==> src/rtl/button_press_classifier.sv <==
// Turns a debounced button level into discrete short / double / long press pulses.
// Valid/ready: none; btn_in is sampled every cycle and every output is a registered level or one-cycle pulse.
module button_press_classifier #(
  parameter int LONG_CYCLES       = 50_000_000,
  parameter int DOUBLE_GAP_CYCLES = 25_000_000,
  parameter int CNT_W             = 26
) (
  input  logic       clk,
  input  logic       rst,
  input  logic       btn_in,
  output logic       pressed,
  output logic       short_press,
  output logic       double_press,
  output logic       long_press,
  output logic       held,
  output logic [2:0] state_dbg
);

  typedef enum logic [2:0] {
    IDLE      = 3'd0,
    PRESS1    = 3'd1,
    GAP       = 3'd2,
    PRESS2    = 3'd3,
    LONG_HOLD = 3'd4
  } state_t;

  localparam int MAX_CYC = (LONG_CYCLES > DOUBLE_GAP_CYCLES) ? LONG_CYCLES : DOUBLE_GAP_CYCLES;
  localparam logic [CNT_W-1:0] CNT_ONE   = CNT_W'(1);
  localparam logic [CNT_W-1:0] CNT_MAX   = CNT_W'(MAX_CYC);
  localparam logic [CNT_W-1:0] LONG_LAST = CNT_W'(LONG_CYCLES - 1);
  localparam logic [CNT_W-1:0] GAP_LAST  = CNT_W'(DOUBLE_GAP_CYCLES - 1);

  state_t           state;
  logic [CNT_W-1:0] cnt;
  logic [CNT_W-1:0] cnt_inc;
  logic             prev;
  logic             rise;

  // prev resets high so a button held through reset is ignored until re-pressed
  assign rise      = btn_in & ~prev;
  assign cnt_inc   = (cnt == CNT_MAX) ? cnt : cnt + CNT_ONE;
  assign state_dbg = state;

  always_ff @(posedge clk) begin
    if (rst) begin
      state        <= IDLE;
      cnt          <= '0;
      prev         <= 1'b1;
      pressed      <= 1'b0;
      short_press  <= 1'b0;
      double_press <= 1'b0;
      long_press   <= 1'b0;
      held         <= 1'b0;
    end else begin
      prev         <= btn_in;
      pressed      <= btn_in;
      short_press  <= 1'b0;
      double_press <= 1'b0;
      long_press   <= 1'b0;
      case (state)
        IDLE: begin
          if (rise) begin
            state <= PRESS1;
            cnt   <= CNT_ONE;
          end else begin
            cnt <= cnt_inc;
          end
        end
        PRESS1: begin
          if (!btn_in) begin
            state <= GAP;
            cnt   <= CNT_ONE;
          end else if (cnt >= LONG_LAST) begin
            long_press <= 1'b1;
            held       <= 1'b1;
            state      <= LONG_HOLD;
            cnt        <= '0;
          end else begin
            cnt <= cnt_inc;
          end
        end
        GAP: begin
          // a short press is only reported once the double-press window has closed
          if (btn_in) begin
            state <= PRESS2;
            cnt   <= CNT_ONE;
          end else if (cnt >= GAP_LAST) begin
            short_press <= 1'b1;
            state       <= IDLE;
            cnt         <= '0;
          end else begin
            cnt <= cnt_inc;
          end
        end
        PRESS2: begin
          if (!btn_in) begin
            double_press <= 1'b1;
            state        <= IDLE;
            cnt          <= '0;
          end else if (cnt >= LONG_LAST) begin
            // first press was short, second one turned long
            short_press <= 1'b1;
            long_press  <= 1'b1;
            held        <= 1'b1;
            state       <= LONG_HOLD;
            cnt         <= '0;
          end else begin
            cnt <= cnt_inc;
          end
        end
        LONG_HOLD: begin
          if (!btn_in) begin
            held  <= 1'b0;
            state <= IDLE;
            cnt   <= '0;
          end else begin
            cnt <= cnt_inc;
          end
        end
        default: begin
          held  <= 1'b0;
          state <= IDLE;
          cnt   <= '0;
        end
      endcase
    end
  end

endmodule

==> config.mk <==
export PLATFORM = sky130hd
export DESIGN_NAME = button_press_classifier
export DESIGN_NICKNAME = d
export VERILOG_FILES = /design/src/rtl/button_press_classifier.sv
export SDC_FILE = /design/constraint.sdc
export NUM_CORES = 1
export LEC_CHECK = 0
export CORE_MARGIN = 10
export CORE_UTILIZATION = 31
export CTS_CLUSTER_DIAMETER = 30
export DETAILED_ROUTE_END_ITERATION = 8
export GPL_TIMING_DRIVEN = 0
export MAX_ROUTING_LAYER = met4
export PLACE_DENSITY_LB_ADDON = 0.15
export RECOVER_POWER = 50
export SYNTH_ARGS = -nofsm -noshare
export SYNTH_HDL_FRONTEND = slang
export SYNTH_SLANG_ARGS = --single-unit
==> constraint.sdc <==
create_clock -name clk -period 2.6 [get_ports clk]
set_input_delay 0.26 -clock clk [delete_from_list [all_inputs] [get_ports clk]]
set_output_delay 0.26 -clock clk [all_outputs]
set_load 0.05 [all_outputs]
==> results of run 1 <==
## cells by family after synthesis
| group | count (synthesis) |
|---|---|
| buffers and inverters | 19 |
| flip-flops | 35 |
| XOR/XNOR | 25 |
| adder cells (fa/ha/maj) | 2 |
| AND/OR/NAND/NOR | 95 |
| multiplexers | 1 |
| AO/OA/AOI/OAI | 50 |
## sequential cells by signal, indices dropped and copies added (netlist names)
name / count
cnt: 26
state_dbg: 3
double_press: 1
held: 1
long_press: 1
pressed: 1
prev: 1
short_press: 1
## tightest hold or removal path, delay by kind of cell (launching register included)
kind | cells | cell delay (ns)
flip-flops | 1 | 0.32
AND/OR/NAND/NOR | 1 | 0.05
AO/OA/AOI/OAI | 1 | 0.05
## per-layer routing
layer  part of all wire [%]  vias up
met3                    3.5        7
met2                     44       18
met4                    1.2        0
met5                      0        -
met1                     51      801
li1                       -      852
## cells in the mapped netlist (2+ instances only)
cell and instances:
o31ai_1 3, nor3b_1 2, buf_6 4, nand2_1 18, a21oi_2 19, a31oi_1 4, nor3_1 6, nand4b_1 3
xor2_1 9, ha_1 2, a21oi_1 11, nand3_1 10, or4_1 5, or2_2 3, nand4_1 8, clkbuf_1 5
nor2_1 17, buf_1 2, nor4_1 5, or3_1 3, xnor2_1 16, nor2b_1 4, and4_1 2, dfxtp_1 35
nor4b_1 2, inv_1 6
## where the power goes
part	switching [mW]	internal (mW)
Clock	0.199	0.242
Combinational	0.0577	0.0336
Sequential	0.00763	0.543
## worst paths after layout
path                               from      to  slack (ns)  cells past startpoint
worst max register to register  cnt[12]  cnt[0]        0.39                      5
worst min-delay path               held    held        0.44                      2
worst max-delay path            cnt[12]  cnt[0]        0.39                      5
worst min register to register     held    held        0.44                      2
## area by class of cell
cell class	instances	area [um2]
clock buffer	8	100.1
inverter	6	22.52
buffer	13	83.83
timing repair buffer	10	100.1
sequential	35	700.7
tap	77	96.34
fill	682	4000
multi-input combinational	173	1174
## metrics by stage
| step | hold WS [ns] | setup WS, ns | power, mW |
|---|---|---|---|
| 4_1_cts | 0.4568 | 0.3505 | 1.109 |
| 3_3_place_gp | 0.4392 | 0.3212 | 0.6598 |
| 6_report | 0.4442 | 0.3889 | 1.083 |
| 2_1_floorplan | 0.4324 | 0.6381 | 0.6334 |
| 5_1_grt | 0.4729 | 0.2054 | 1.130 |
| 3_5_place_dp | 0.4391 | 0.3833 | 0.6590 |
==> impl_results.md, run 1 <==
* Run status: complete, no violations
* Placer Congestion at 0.8334
* WP buf/inv at 0
* GRT met2 Usage at 13.74%
* Inst Count DP at 314
* Cell area after layout at 2277 um2
* Final setup fails at 0
* Top_reg_cell synth: dfxtp_1
* Share of layout cells above drive strength 1 at 16.73%
* Root Driver: clkbuf_8
* Largest area contributor in the netlist: dfxtp_1
* CP max stage cell: or4_1
* Final wirelength at 4489 um
* Largest net degree at the start of global routing at 11
* Leakage at 0.7096 nW
* RSZ-0062 raised after global routing: false
* Req. time, crit path at 2.79 ns
* Most common cell after layout, fill and taps aside: dfxtp_1
* Final core utilization at 36.28%
* Crit path cell chain: nand4_1, or4_1, or3_1, xnor2_1, a221oi_1
* Clock sinks at 35
* Grt ovf at 0
* Area post-placement at 2185 um2
* CP Max Fanout at 7
* Number of global-route vias before repair at 1573
* H-Tree Level Count at 2
* Yosys cell types at 49
* Clock latency on the worst-skew pair at 0.29 ns
* Rows at 29
* All-Layer GR Usage at 9.563%
* Clk_skew at 0.006710 ns
* Slew @ Worst Pin at 0.5123 ns
* Syn Nets at 232
* Post-route insts no fill at 322
* Max Transition Viols Final at 0
* Met1 usage at 12.47%
* ANT nets after route at 0
* Critical path's largest stage delay at 0.54 ns
* Vias at 1678
* VDD IR max at 0.1727 mV
* Synth Instances at 227
* Die Ht at 100.1 um
* Core Area at 6277 um2
* Setup repair bufs after CTS at 0
* CTS resizes at 0
* Dpl hpwl at 3233 um
* Post-synthesis cell area at 1988 um2
* Post-CTS Hold Fix Bufs at 0
* Most Crowded Layer GR: met2
* DRC at 0
* Yosys reg bits at 35
* Largest family of logic cells by synthesized area: simple AND/OR/NAND/NOR gates
* Final setup TNS at 0 ns
* Max Clk Rate at 0.4523 GHz
* P per Cell Area at 475.8 nW/um2
* Yosys warnings at 0
* Die width at 100.1 um
* CP Class: reg -> reg
* Min cycle time layout at 2.211 ns
* Nets at 249
* Crit path launch type: flop
* Die ar. at 10020 um2
* Buffers on Ports at 10
* Arr. time, crit path at 2.40 ns
* WL/cell at 13.94 um
* I/O pins at 11
* Vias/cell at 5.211
* Antenna cells at 0
* Area grow syn2layout at 14.54%
* Post-synth top area share at 35.24%
* Asr flop ratio synth at 0%
* Clock buffer depth at 2
* Post-synthesis compound-gate area fraction at 20.20%
* Kind of end point of the critical path: flop
* Post-synthesis mux area share at 0.5035%
* Worst rel slew slack at 65.73%
* Simple-Gate Fraction of Synth Area at 26.43%
* Syn_area_per_cell at 8.758 um2
* Family with the most delay on the worst path: simple AND/OR/NAND/NOR gates
* Initial Utilization at 31.67%
* Max-cap violations at 0
* Pre-Repair DR Iteration Count at 4
* Met3 Resource Use GR at 2.816%
* Antenna violations before repair at 0
* Commonest non-fill, non-tap cells in the layout: 35 x dfxtp_1, 19 x a21oi_2, 18 x nand2_1
* Clock-pin slew on the worst setup and hold paths at 0.07 ns
* Adder-cell share of the synthesized area at 1.259%
* Synth top area cells: dfxtp_1 35%, a21oi_2 8.4%, xnor2_1 7.0%
* CTS buffer count at 5
* DR iter-0 viols at 61
* Final hold violation count at 0
* Xor and xnor area share after synthesis at 11.01%
* Tcrit/Tclk final at 85.04%
* CTS tree: yes
* Register area share after synthesis at 35.24%
* First-pass GRT wire length at 7707 um
* Worst hold path class: reg -> reg
* Post-synth EDFFs at 0
(Power assumes the default switching activity.)
==> inputs of run 2 (changes only) <==
- SETUP_SLACK_MARGIN: unset -> 0.15
==> results of run 2 <==
Same layout as run 1: the final DEF is identical, and so are final timing and power.
